==> config.mk <==
export PLATFORM = sky130hd
export DESIGN_NAME = mem_ctrl
export DESIGN_NICKNAME = d
export VERILOG_FILES = /design/src/rtl/mem_ctrl.sv
export SDC_FILE = /design/constraint.sdc
export NUM_CORES = 1
export LEC_CHECK = 0
export BUFFER_PORTS_ARGS = -buffer_cell sky130_fd_sc_hd__clkbuf_2
export CELL_PAD_IN_SITES_DETAIL_PLACEMENT = 1
export CELL_PAD_IN_SITES_GLOBAL_PLACEMENT = 1
export CORE_MARGIN = 2
export CORE_UTILIZATION = 42
export CTS_BUF_LIST = sky130_fd_sc_hd__clkbuf_16
export DETAILED_ROUTE_END_ITERATION = 8
export PLACE_DENSITY = 0.88
export SLEW_MARGIN = 0
export SYNTH_ARGS = -nofsm -noshare
export SYNTH_HDL_FRONTEND = slang
export SYNTH_SLANG_ARGS = --single-unit
==> constraint.sdc <==
create_clock -name clk -period 6 [get_ports clk]
set_clock_uncertainty 0.15 [all_clocks]
set_input_delay 0.3 -clock clk [delete_from_list [all_inputs] [get_ports clk]]
set_output_delay 0.3 -clock clk [all_outputs]
set_load 0.005 [all_outputs]
==> src/rtl/mem_ctrl.sv <==
// rtl/mem_ctrl.sv - byte-serializing arbiter between IF/MEM and the byte-wide unified RAM
module mem_ctrl #(
  parameter int AddrLen = 32,
  parameter int RegLen  = 32
) (
  input  logic               clk,
  input  logic               rst,
  input  logic               rdy,
  input  logic               if_req,
  input  logic [AddrLen-1:0] if_addr,
  output logic               if_done,
  output logic [RegLen-1:0]  if_data,
  input  logic               load_or_not,
  input  logic               store_or_not,
  input  logic [AddrLen-1:0] mem_addr,
  input  logic [2:0]         num_of_bytes,
  input  logic [RegLen-1:0]  store_data,
  output logic               mem_enable,
  output logic [RegLen-1:0]  load_data,
  input  logic [7:0]         ram_din,
  output logic [7:0]         ram_dout,
  output logic [AddrLen-1:0] ram_a,
  output logic               ram_wr
);

  typedef enum logic [1:0] {IDLE, READ, WRITE, DONE} state_e;

  state_e               state_q, state_d;
  logic [AddrLen-1:0]   base_q, base_d;
  logic [2:0]           n_q, n_d;
  logic [2:0]           i_q, i_d;     // next byte to issue
  logic [2:0]           j_q, j_d;     // next byte to capture
  logic [RegLen-1:0]    sdata_q, sdata_d;
  logic                 own_mem_q, own_mem_d;
  logic [RegLen-1:0]    rbuf_q, rbuf_d;
  logic [RegLen-1:0]    if_data_q, if_data_d;
  logic [RegLen-1:0]    load_data_q, load_data_d;

  logic [RegLen-1:0]    cap_word;
  logic [7:0]           wr_byte;
  logic [AddrLen-1:0]   cur_addr;

  // Byte lane helpers: merge the incoming RAM byte at lane j, pick store byte at lane i
  always_comb begin
    cap_word = rbuf_q;
    wr_byte  = sdata_q[7:0];
    cur_addr = base_q + AddrLen'(i_q);
    case (j_q[1:0])
      2'd0:    cap_word[7:0]   = ram_din;
      2'd1:    cap_word[15:8]  = ram_din;
      2'd2:    cap_word[23:16] = ram_din;
      default: cap_word[31:24] = ram_din;
    endcase
    case (i_q[1:0])
      2'd0:    wr_byte = sdata_q[7:0];
      2'd1:    wr_byte = sdata_q[15:8];
      2'd2:    wr_byte = sdata_q[23:16];
      default: wr_byte = sdata_q[31:24];
    endcase
  end

  // Next-state, RAM port drive and result assembly
  always_comb begin
    state_d     = state_q;
    base_d      = base_q;
    n_d         = n_q;
    i_d         = i_q;
    j_d         = j_q;
    sdata_d     = sdata_q;
    own_mem_d   = own_mem_q;
    rbuf_d      = rbuf_q;
    if_data_d   = if_data_q;
    load_data_d = load_data_q;
    ram_a       = '0;
    ram_dout    = '0;
    ram_wr      = 1'b0;
    case (state_q)
      IDLE: begin
        if (rdy) begin
          i_d    = 3'd0;
          j_d    = 3'd0;
          rbuf_d = '0;
          if (store_or_not || load_or_not) begin
            base_d    = mem_addr;
            sdata_d   = store_data;
            own_mem_d = 1'b1;
            n_d       = num_of_bytes[2] ? 3'd4 : (num_of_bytes[1] ? 3'd2 : 3'd1);
            state_d   = store_or_not ? WRITE : READ;
          end else if (if_req) begin
            base_d    = if_addr;
            own_mem_d = 1'b0;
            n_d       = 3'd4;
            state_d   = READ;
          end
        end
      end
      READ: begin
        if (i_q < n_q) ram_a = cur_addr;
        if (rdy) begin
          if (i_q < n_q) i_d = i_q + 3'd1;
          // i ahead of j means the byte addressed last cycle is on ram_din now
          if (i_q != j_q) begin
            rbuf_d = cap_word;
            j_d    = j_q + 3'd1;
            if (j_q == 3'(n_q - 3'd1)) begin
              state_d = DONE;
              if (own_mem_q) load_data_d = cap_word;
              else           if_data_d   = cap_word;
            end
          end
        end else begin
          // the byte in flight is lost while frozen; re-issue it afterwards
          i_d = j_q;
        end
      end
      WRITE: begin
        ram_a    = cur_addr;
        ram_dout = wr_byte;
        ram_wr   = rdy;
        if (rdy) begin
          i_d = i_q + 3'd1;
          if (i_q == 3'(n_q - 3'd1)) state_d = DONE;
        end
      end
      default: begin
        if (rdy) state_d = IDLE;
      end
    endcase
  end

  // State and datapath registers
  always_ff @(posedge clk or posedge rst) begin
    if (rst) begin
      state_q     <= IDLE;
      base_q      <= '0;
      n_q         <= '0;
      i_q         <= '0;
      j_q         <= '0;
      sdata_q     <= '0;
      own_mem_q   <= 1'b0;
      rbuf_q      <= '0;
      if_data_q   <= '0;
      load_data_q <= '0;
    end else begin
      state_q     <= state_d;
      base_q      <= base_d;
      n_q         <= n_d;
      i_q         <= i_d;
      j_q         <= j_d;
      sdata_q     <= sdata_d;
      own_mem_q   <= own_mem_d;
      rbuf_q      <= rbuf_d;
      if_data_q   <= if_data_d;
      load_data_q <= load_data_d;
    end
  end

  assign if_done    = (state_q == DONE) && !own_mem_q;
  assign mem_enable = (state_q == DONE) && own_mem_q;
  assign if_data    = if_data_q;
  assign load_data  = load_data_q;

endmodule

Word level (Yosys, flattened, before mapping):

Cells that the tools add are included.

* bits in registers: 172
* word-level logic and storage cells: 92
* input port bits: 113

* reductions and logical operators: 18
* order comparisons: 1
* eq/ne operators: 18
* add/sub/neg operators: 4
* multiplexer cells: 40
* bitwise operators: 1

Operators by type and width (number)
* two-way mux 32 bit: 6
* case mux 32 bit (2 select lines): 2
* two-way mux 8 bit: 5
* adder 32 x 3 -> 32 bit: 1
* two-way mux 3 bit: 9
* case mux 8 bit (3 select lines): 1
* two-way mux 2 bit: 11
* AND reduction 5 bit: 3
* != test 2 bit, second input constant: 6
* case mux 3 bit (3 select lines): 1
* equality test 2 bit, second input constant: 4
* AND reduction 4 bit: 2
* adder 3 x 1 -> 3 bit, second input constant: 2
* equality test 2 x 1 -> 1 bit, second input constant: 3
* equality test 3 bit: 2
* logical NOT 2 bit: 3
* != test 3 bit, second input constant: 2
* case mux 2 bit (3 select lines): 1
* case mux 3 bit (2 select lines): 1
* AND reduction 3 bit: 2
* nonzero test 2 bit: 2
* less-than comparator 3 bit: 1
* two-way mux 1 bit: 3
* != test 3 bit: 1
* other kinds (7): 8

Logic depth before layout (Yosys ltp):

Gate-level depths: netlist of the first run.

* depth after elaboration: 6
* gate-level depth with buffers: 9
* gate-level depth less buffers: 8

Worst setup path after synthesis of the first run:

OpenSTA, ideal clock, no wires.

* kind: reg2out
* from: register i_q[0]
* to: output port ram_a[20]
* setup slack: 3.428 ns
* arrival: 2.122 ns
* path buffers: 0
* stages on the path, launching flop included: 9
* cell sequence: dfrtp_1 ha_1 inv_1 fa_1 nand2b_1 a2111oi_4 nand4_1 xor2_1 nor2_1

* cells in the longest elaborated chain, start to end: 3
* elaborated cells on any way between the ends: 4

RTL lines
* start: declaration: RTL line 31 `logic [2:0] i_q, i_d;`
* start signal: assignment: RTL line 148 `i_q <= i_d;`
* adder 32 x 3 -> 32 bit / less-than comparator 3 bit (equally long branches): RTL line 47, 98
* two-way mux 32 bit: RTL line 98 `if (i_q < n_q) ram_a = cur_addr;`
* case mux 32 bit (2 select lines) (*): RTL line 77 `case (state_q)`
* end: declaration: RTL line 22 `output logic [AddrLen-1:0] ram_a,`

Every way passes the cells marked *; elsewhere a longest branch is shown, timed or not.

Final worst setup path of the first run:

* from: register i_q[0]
* to: output port ram_a[26]

The elaborated chain is that of the path after synthesis.

==> run metrics, run 1 <==
status=finished, final reports clean; ant diodes=0; top cell type's share of synthesized area=between 40% and 50%; Final Instance Area=roughly 11,000 sq um; sequential power share=38.9%; Fmax=285 MHz; vias per cell=about 5.3; CP Capture Point=ram_a[26]; Power Density=~440 nW/um^2; multiplexer share of the synthesized area=a little over a fifth; clk root buf=clkbuf_16; Ys Warns=0; Synth Area in Simple Gates=9.59%; Switching Share=36.5%; DRT Pass-1 Iters=5; crit path launch type=flop; Setup violations, final=0; Nets=1,115; first-pass GRT wire length=38,800 microns; Placed Area=10,100 sq um; fin crit share=between 50 and 60%; fin crit period=3.51 ns; fillcell total=between 2,000 and 2,500; dominant cells by area after synthesis=dfrtp_1 (48%), mux2_2 (13%), mux2_4 (5.1%); total CTS buffers=17; CTS tree=yes; Port Buf Inserts=218; setup TNS=0 ns; endpoints failing hold=0; gpl congestion=0.755; Clock transition at path regs=~0.070 ns; number of global-route vias before repair=around 7,400; gr ovfl total=0; I/O Pins=between 200 and 250; worst reg2reg setup slack=2.78 ns; post-cts sizing count=0; largest net degree at the start of global routing=99; Via Count=6,717; area of the multi-input gates=4280 sq um; Max IR drop VDD=143 uV; RSZ-0062 raised after global routing=false; syn_area_per_cell=between 10 and 15 sq um; most frequent cells in the layout=clkbuf_2 (218), dfrtp_1 (172), mux2_2 (99); post-synthesis sequential area ratio=48.5%; count of cell types in the netlist=52; crit path capture type=output pin; synthesis-to-finish area growth=24.4%; Mapped Cells=~750; Final Max Tran Viols=0; post-synthesis compound-gate area fraction=9.24%; Skew-Pair Late Insertion Delay=0.42 ns; largest family of logic cells by synthesized area=multiplexers; die extent in y=149 microns; Core Area=20,900 sq um; register area=4300 sq um; Comb pwr share=38.3%; internal power=3050 uW; commonest non-fill, non-tap cell in the layout=clkbuf_2; required time worst endpoint=5.55 ns; antenna viol nets, final=0; drt total wl=24,100 microns; switching power=1760 uW; Die ar.=22,300 sq um; share of layout cells above drive strength 1=39.7%; effective utilization at floorplan=42.5%; XOR/XNOR Fraction of Synth Area=~4%; post-DP HPWL=16,500 microns; buffer count from post-CTS setup fixing=0; # Max-Cap Violations=0; CTS H-tree lvls=4; syn nets=883; CTS sink cnt=172; synthesized area=8880 sq um; CP Class=flop to output pin; Max Root-Sink Buffers=2; CP Max Fanout=7; antenna violations before repair=0; Worst Path Arrival=about 3.1 ns; reg2reg path depth=7; all-layer global routing usage=~22%; FF+latch count, synth=roughly 170; DR iter-0 viols=307; clock power share=between 20% and 30%; die width=149 microns; worst slew pin tran=1.16 ns; worst flop-to-flop path startpoint=state_q[1]$_DFFE_PP0P_; leakage=0.00544 uW; leading area contributor after synthesis=dfrtp_1; HP Class=primary input to flop; DRC Markers=0; adder-cell share of the synthesized area=~3.0%; CTS Hold Buffers Added=35; critical path startpoint=i_q[0]$_DFFE_PP0P_; Rows=53; Reg2Reg Capture Point=if_data[31]$_DFFE_PP0P_; Rel. slew slack=between 20% and 30%; WL/cell=~19 microns
[stage by stage]
stage	setup slack, ns	hold WS [ns]	std cells	util (%)	total power (uW)
CTS	2.47	0.00388	1268	52.9	4840
finish	2.49	0.0118	1268	52.9	4810
detailed placement	2.75	0.328	1202	48.5	3710
global route	2.30	0.0221	1268	52.9	5140
floorplan	0.890	0.248	749	-	3060
global placement	2.83	0.321	1202	48.5	3590
[sequential cells by signal, summed over array words and instances, names as in the netlist]
signal,count
state_q,2
i_q,3
rbuf_q,32
load_data,32
sdata_q,32
j_q,3
base_q,32
n_q,3
own_mem_q,1
if_data,32
[layout make-up]
class	instances	area share [%]
flip-flops and latches	172	39.0
multi-input cells	514	38.8
repair buffers	257	13.3
clock buffers	17	3.85
well taps	275	3.11
clock inverters	14	1.32
inverters	19	0.691
[kinds of logic after synthesis]
kind of cell | Yosys count
adder cells (fa/ha/maj) | 21
multiplexers | 167
AND/OR/NAND/NOR | 174
AO/OA/AOI/OAI | 112
XOR/XNOR | 40
buffers and inverters | 63
flip-flops | 172
[power by group through the flow]
stage	clock network (uW)	registers (uW)	logic [uW]
6_report	1100	1870	1840
5_1_grt	1160	1920	2060
4_1_cts	1120	1870	1860
3_5_place_dp	0	1880	1820
3_3_place_gp	0	1850	1730
2_1_floorplan	0	1790	1260
[synthesized netlist by cell type (all sizes together)]
cell,n
o2bb2a,1
nand3b,1
nand2b,2
nor2b,9
a2111oi,1
nor3,2
fa,1
nand3,10
xnor2,14
dfrtp,172
xnor3,1
nand2,60
and4,2
o21ai,49
a32o,3
a41o,1
ha,20
a22o,31
a211oi,1
a31oi,2
buf,13
and3,4
nor2,44
a311o,1
o31ai,2
inv,19
o311ai,1
a21oi,8
mux2i,36
clkbuf,31
a21o,2
xor2,25
nor4,3
nand4,18
a222oi,8
and2,18
mux2,131
and2b,1
o211ai,1
[per-layer routing]
metal	track usage, %	wire length [microns]	vias up
met4	7.05	471	0
met5	0	0	-
li1	-	-	3125
met1	26.7	9990	3376
met2	40.1	12600	186
met3	4.09	1080	30
[critical path, cell delays in order (launching register included)]
cell and delay, ns:
dfrtp_1 0.48, ha_1 0.22, inv_1 0.06, fa_1 0.40, nand2b_1 0.24, a2111oi_4 0.62, nand4_1 0.20, xor2_1 0.18
nor2_1 0.11, clkbuf_2 0.14
[worst min path at each step]
stage,start,end,slack (ns),cells after the start
after floorplan,num_of_bytes[2],n_q[0]$_DFFE_PP0P_,0.25,1
after global placement,rbuf_q[23]$_DFFE_PP0P_,rbuf_q[23]$_DFFE_PP0P_,0.32,1
after detailed placement,rbuf_q[2]$_DFFE_PP0P_,rbuf_q[2]$_DFFE_PP0P_,0.33,1
after CTS,mem_addr[20],base_q[20]$_DFFE_PP0P_,0.004,3
after global routing,mem_addr[7],base_q[7]$_DFFE_PP0P_,0.02,3
final,mem_addr[23],base_q[23]$_DFFE_PP0P_,0.01,3
(Power assumes the default switching activity.)
==> inputs of run 2 (changes only) <==
- CORE_UTILIZATION: 42 -> 38
- PLACE_DENSITY: 0.88 -> 0.84
- clock period: 6 -> 2.9 ns (I/O delays scaled with it)
==> run 2 against run 1 <==
The flow now finishes with violations (setup timing). Routed wire length increased by 22%. Core utilization increased by 0.16 points. Cell count increased by 10%. First-iteration DRC count increased by 16%. Sequential share of layout area decreased by 3.3 points. Critical path depth increased by 1. Combinational power increased by 130%. Global-route usage increased by 2.2 points. Worst setup slack got worse by 2.6 ns. Sequential power increased by 110%. Cell area increased by 9.4%.
==> run metrics, run 2 (synthesis gave the netlist of run 1 again) <==
Power Density=859 nW/um^2 (+97%); commonest non-fill, non-tap cell in the layout=clkbuf_2; most frequent cells in the layout=clkbuf_2 (211), dfrtp_1 (172), dlygate4sd3_1 (107); Max Root-Sink Buffers=2 (unchanged); fillcell total=2,403 (+7.1%); gpl congestion=0.769 (+1.9%); Port Buf Inserts=218 (unchanged); critical path, cell by cell=ha_4 -> inv_2 -> fa_2 -> nand2b_4 -> a2111oi_4 -> buf_6 -> nand4_1 -> xor2_1 -> nor2_1 -> buf_2; Nets=1,207 (+8.3%); Die ar.=24,600 sq um (+10%); RSZ-0062 raised after global routing=true; vias per cell=5.23 (-1.3%); Setup violations, final=7 (+7); fin crit period=approximately 3 ns; Max IR drop VDD=399 uV (+180%); Core Area=22,800 sq um (+9.0%); all-layer global routing usage=24.4% (+2.2 points); CTS H-tree lvls=4 (unchanged); CP Max Fanout=3 (-4); Skew-Pair Late Insertion Delay=0.43 ns (about the same); gr ovfl total=0 (unchanged); post-DP HPWL=17,400 microns (+5.5%); antenna viol nets, final=0 (unchanged); fin worst setup slack=-0.100 ns (-2.59 ns); WL/cell=21.1 microns (+11%); required time worst endpoint=2.61 ns (-2.94 ns); crit path launch type=flop; Via Count=7,314 (+8.9%); Worst Path Arrival=2.71 ns (-0.35 ns); die extent in y=157 microns (+5.0%); Min Hold Slack=0.0202 ns (+0.00837 ns); DR iter-0 viols=356 (+16%); CTS tree=yes; DRT Pass-1 Iters=5 (unchanged); placed cell count=1,252 (+4.2%); endpoints failing hold=0 (unchanged); setup TNS=-0.408 ns (-0.408 ns); clk root buf=clkbuf_16; drt total wl=29,500 microns (+22%); Rel. slew slack=56.8% (+35 points); critical-path cell with the highest stage delay=dfrtp_1; largest net degree at the start of global routing=85 (-14%); worst slew pin tran=0.647 ns (-0.518 ns); number of global-route vias before repair=8,219 (+11%); leakage=0.00585 uW (+7.6%); effective utilization at floorplan=39.0% (-3.5 points); Fmax=333 MHz; status=complete, but fails checks; fin crit share=103%; fin cells=1,399 (+10%); reg2reg path depth=8 (+1); Hold Crit Depth=2 (-1); slowest stage delay, CP=0.41 ns (-0.21 ns); overall power=10,400 uW (+120%); first-pass GRT wire length=46,300 microns (+19%); die width=157 microns (+5.0%); post-layout util=53.1% (+0.16 points); synthesis-to-finish area growth=36.1%; I/O Pins=220 (unchanged); CP Class=flop to output pin; # Max-Cap Violations=0 (unchanged); Rows=55 (+3.8%); failing checks=setup timing; share of layout cells above drive strength 1=39.2% (-0.45 points); Final Max Tran Viols=0 (unchanged); Clock transition at path regs=0.07 ns (about the same); total CTS buffers=17 (unchanged); DRC Markers=0 (unchanged); antenna violations before repair=0 (unchanged); crit path capture type=output pin; ant diodes=0 (unchanged); HP Class=primary input to flop; CTS sink cnt=172 (unchanged)
==> run 2: cell types whose count changed in the layout (fill, tap and decap cells not counted), sizes merged <==
cell | before | now
buf | 4 | 31
bufinv | 2 | 0
inv | 25 | 22
clkinv | 3 | 8
clkinvlp | 3 | 4
clkbuf | 235 | 228
dlygate4sd3 | 35 | 107
==> run 2: final cells by class <==
type	count	area, sq um	area share (%)
multi-input combinational	514	4340	35.9
tap	313	392	3.24
clock inverter	15	123	1.01
sequential	172	4300	35.6
timing repair buffer	349	2420	20.1
clock buffer	17	425	3.52
inverter	19	75.1	0.621
==> run 2: repair_timing <==
action,in CTS,in global routing
pin swaps,3,12
hold endpoints to repair,257,0
buffers inserted,3,5
gates resized for setup,9,16
endpoints found under the setup margin,22,23
hold buffers,107,0
==> run 2: worst paths after layout <==
check | end | from | slack (ns)
hold / removal | rbuf_q[1]$_DFFE_PP0P_ | ram_din[1] | 0.02
setup / recovery | ram_a[26] | i_q[0]$_DFFE_PP0P_ | -0.10
setup reg to reg | if_data[31]$_DFFE_PP0P_ | i_q[0]$_DFFE_PP0P_ | 0.31
max in group asynchronous | rbuf_q[11]$_DFFE_PP0P_ | rst | 1.78
min in group asynchronous | base_q[27]$_DFFE_PP0P_ | rst | 0.09
hold reg to reg | rbuf_q[23]$_DFFE_PP0P_ | rbuf_q[23]$_DFFE_PP0P_ | 0.34
==> run 2: per-layer routing <==
metal	up-vias	part of all wire, %	global-route usage (%)
li1	3310	-	-
met2	251	53	44.9
met5	-	0	0
met3	42	4.5	4.38
met1	3711	40	28.8
met4	0	1.9	7.38
==> run 2: critical path, delay by kind of cell, from the launching register on <==
family	cells	cell delay, ns
compound gates	1	0.30
xor+xnor	1	0.22
fa+ha+maj	2	0.51
buf+inv	3	0.35
flops	1	0.41
simple gates	3	0.47
==> run 2: through the flow <==
| stage | instance area (sq um) | worst slack [ns] |
|---|---|---|
| floorplan | 8880 | 0.408 |
| global placement | 10300 | 0.192 |
| detailed placement | 10300 | 0.0443 |
| CTS | 12000 | -0.00266 |
| global route | 12100 | -0.194 |
| finish | 12100 | -0.100 |
==> run 2: where the power goes <==
group	internal [uW]	switching, uW	total (uW)
clock	1110	1050	2160
sequential	3200	725	3920
combinational	2080	2220	4290
==> inputs of run 3 (changes only) <==
- ABC_AREA: unset -> 1
- CORE_UTILIZATION: 38 -> 36
- PLACE_DENSITY: 0.84 -> 0.85
- clock period: 2.9 -> 2.5 ns (I/O delays scaled with it)
==> run 3 against run 2 <==
Clock-buffer cell count unchanged. Clock power increased by 22%. Sequential share of layout area decreased by 2.6 points. Die area increased by 10%. Worst setup slack got worse by 0.38 ns. Combinational power increased by 35%. Cell count increased by 32%. Global-route usage increased by 0.76 points. Core utilization decreased by 1.3 points. Non-clock buffer count increased by 18. The flow still finishes with violations (setup timing).
==> run metrics, run 3 <==
status=complete, but fails checks; failing checks=setup timing; Skew-Pair Late Insertion Delay=0.43 ns (about the same); ys async rst share=100% (unchanged); adder-cell share of the synthesized area=2.91% (-0.13 points); synthesized area=9280 sq um (+4.5%); most frequent cells in the layout=nand2_1 (341), clkbuf_2 (209), dfrtp_1 (168); vias per cell=5.26 (+0.71%); Fmax=335 MHz; die extent in y=165 microns (+4.9%); I/O Pins=220 (unchanged); effective utilization at floorplan=36.8% (-2.2 points); fin crit period=2.98 ns; gpl congestion=0.908 (+18%); # Max-Cap Violations=0 (unchanged); Worst Path Arrival=2.71 ns (about the same); worst slew pin tran=1.05 ns (+0.408 ns); fin crit share=119%; dominant cells by area after synthesis=dfrtp_1 (46%), nand2_1 (14%), o21ai_2 (6.1%); synthesis-to-finish area growth=40.8%; required time worst endpoint=2.23 ns (-0.38 ns); drt total wl=35,700 microns (+21%); DR iter-0 viols=735 (+110%); CP Max Fanout=5 (+2); commonest non-fill, non-tap cell in the layout=nand2_1; number of global-route vias before repair=10,149 (+23%); endpoints failing hold=0 (unchanged); leakage=0.00632 uW (+8.0%); post-synthesis sequential area ratio=46.4% (-2.1 points); crit path capture type=output pin; count of cell types in the netlist=37 (-29%); post-DP HPWL=20,700 microns (+19%); placed cell count=1,673 (+34%); crit path launch type=flop; HP Class=primary input to flop; Final Max Tran Viols=0 (unchanged); CP Class=flop to output pin; dominant synthesized flop cell=dfrtp_1; Clock transition at path regs=0.08 ns (about the same); Rel. slew slack=29.6% (-27 points); Via Count=9,698 (+33%); Max Root-Sink Buffers=2 (unchanged); fin worst setup slack=-0.482 ns (-0.382 ns); syn_area_per_cell=8.02 sq um (-32%); Synth Area in Simple Gates=25.3% (+16 points); Nets=1,629 (+35%); CTS H-tree lvls=4 (unchanged); multiplexer share of the synthesized area=0% (-22 points); pre-CTS WS=-0.0795 ns (-0.124 ns); FF+latch count, synth=172 (unchanged); RSZ-0062 raised after global routing=true; WL/cell=19.4 microns (-8.0%); Power Density=967 nW/um^2 (+13%); Rows=58 (+5.5%); Post-synth EDFFs=0 (unchanged); top cell type's share of synthesized area=46.4% (-2.1 points); most common cell in the netlist=nand2_1; syn nets=1,292 (+46%); fin cells=1,842 (+32%); antenna viol nets, final=0 (unchanged); Setup violations, final=29 (+22); setup TNS=-4.98 ns (-4.57 ns); CTS sink cnt=172 (unchanged); first-pass GRT wire length=53,600 microns (+16%); DRT Pass-1 Iters=5 (unchanged); leading area contributor after synthesis=dfrtp_1; Mapped Cells=1,158 (+55%); Core Area=25,300 sq um (+11%); XOR/XNOR Fraction of Synth Area=1.60% (-2.5 points); share of layout cells above drive strength 1=33.7% (-5.5 points); largest net degree at the start of global routing=101 (+19%); total CTS buffers=17 (unchanged); die width=165 microns (+4.9%); Max IR drop VDD=434 uV (+8.6%); Ys Warns=0 (unchanged); gr ovfl total=0 (unchanged); post-synthesis compound-gate area fraction=15.2% (+6.0 points); clk root buf=clkbuf_16; Die ar.=27,100 sq um (+10%); all-layer global routing usage=25.2% (+0.76 points); CTS tree=yes; post-layout util=51.8% (-1.3 points); largest family of logic cells by synthesized area=simple AND/OR/NAND/NOR gates; leading cell types by count after synthesis=nand2_1 (356), dfrtp_1 (172), inv_1 (117); antenna violations before repair=3 (+3); DRC Markers=0 (unchanged); Port Buf Inserts=218 (unchanged)
==> run 3: worst max-delay path, stage by stage, from the launching register on <==
cell and delay (ns):
dfrtp_1 0.36, ha_2 0.21, inv_2 0.05, fa_2 0.39
inv_2 0.12, nand2_4 0.07, a21oi_4 0.18, nand2_2 0.13
nor2_4 0.26, nand3_2 0.19, nor2_4 0.15, nor2_2 0.05
clkbuf_2 0.11
==> run 3: timing repair <==
item / 4_1_cts / 5_1_grt
endpoints found under the setup margin: 32 / 32
pin swaps: 18 / 24
resized for setup: 66 / 63
cloned: 3 / 0
buffers inserted: 17 / 14
hold endpoints to repair: 240 / 0
hold buffers: 102 / 0
==> run 3: cell type report <==
type | count | area, sq um
fillers | 3030 | 12200
multi-input cells | 805 | 4580
flip-flops and latches | 172 | 4310
repair buffers | 367 | 2660
inverters | 131 | 509
clock buffers | 17 | 425
well taps | 330 | 413
clock inverters | 15 | 156
diodes | 4 | 10.0
repair inverters | 1 | 7.51
==> run 3: final timing paths <==
kind | slack, ns | startpoint | to | depth (start not counted)
min | 0.06 | ram_din[1] | load_data[1]$_DFFE_PP0P_ | 5
min reg2reg | 0.33 | sdata_q[31]$_DFFE_PP0P_ | sdata_q[31]$_DFFE_PP0P_ | 2
min in group asynchronous | 0.56 | rst | base_q[31]$_DFFE_PP0P_ | 4
max reg2reg | 0.14 | n_q[0]$_DFFE_PP0P_ | load_data[24]$_DFFE_PP0P_ | 12
max | -0.48 | i_q[0]$_DFFE_PP0P_ | ram_a[26] | 12
max in group asynchronous | 0.88 | rst | if_data[4]$_DFFE_PP0P_ | 5
==> run 3: power breakdown <==
part / switching, uW / internal [uW] / total [uW]
Combinational: 3620 / 2160 / 5780
Sequential: 733 / 3490 / 4220
Clock: 1300 / 1330 / 2630
Total: 5660 / 6990 / 12600
==> run 3: kinds of logic (layout without fill, tap and decap cells) <==
family,count (synthesis),in the layout
AOI/OAI and AO/OA,214,214
xor gates and xnor gates,17,17
adders and majority gates,21,21
buffers and inverters,181,531
DFF,172,172
other,0,4
and+or+nand+nor,553,553
==> run 3: per-stage QoR <==
step | instance area [sq um] | total power (uW) | hold WS, ns
after floorplan | 9290 | 6950 | 0.0852
after global placement | 10700 | 8350 | -0.137
after detailed placement | 10700 | 8560 | -0.133
after CTS | 12700 | 11900 | 0.0313
after global routing | 13100 | 13400 | 0.0659
final | 13100 | 12600 | 0.0587
==> run 3: layer usage <==
metal / vias up / global-route usage [%] / wire length [microns]
met1: 4756 / 31.0 / 14600
li1: 4385 / - / -
met4: 0 / 11.9 / 1810
met2: 410 / 43.2 / 17600
met3: 147 / 3.89 / 1800
met5: - / 0 / 0
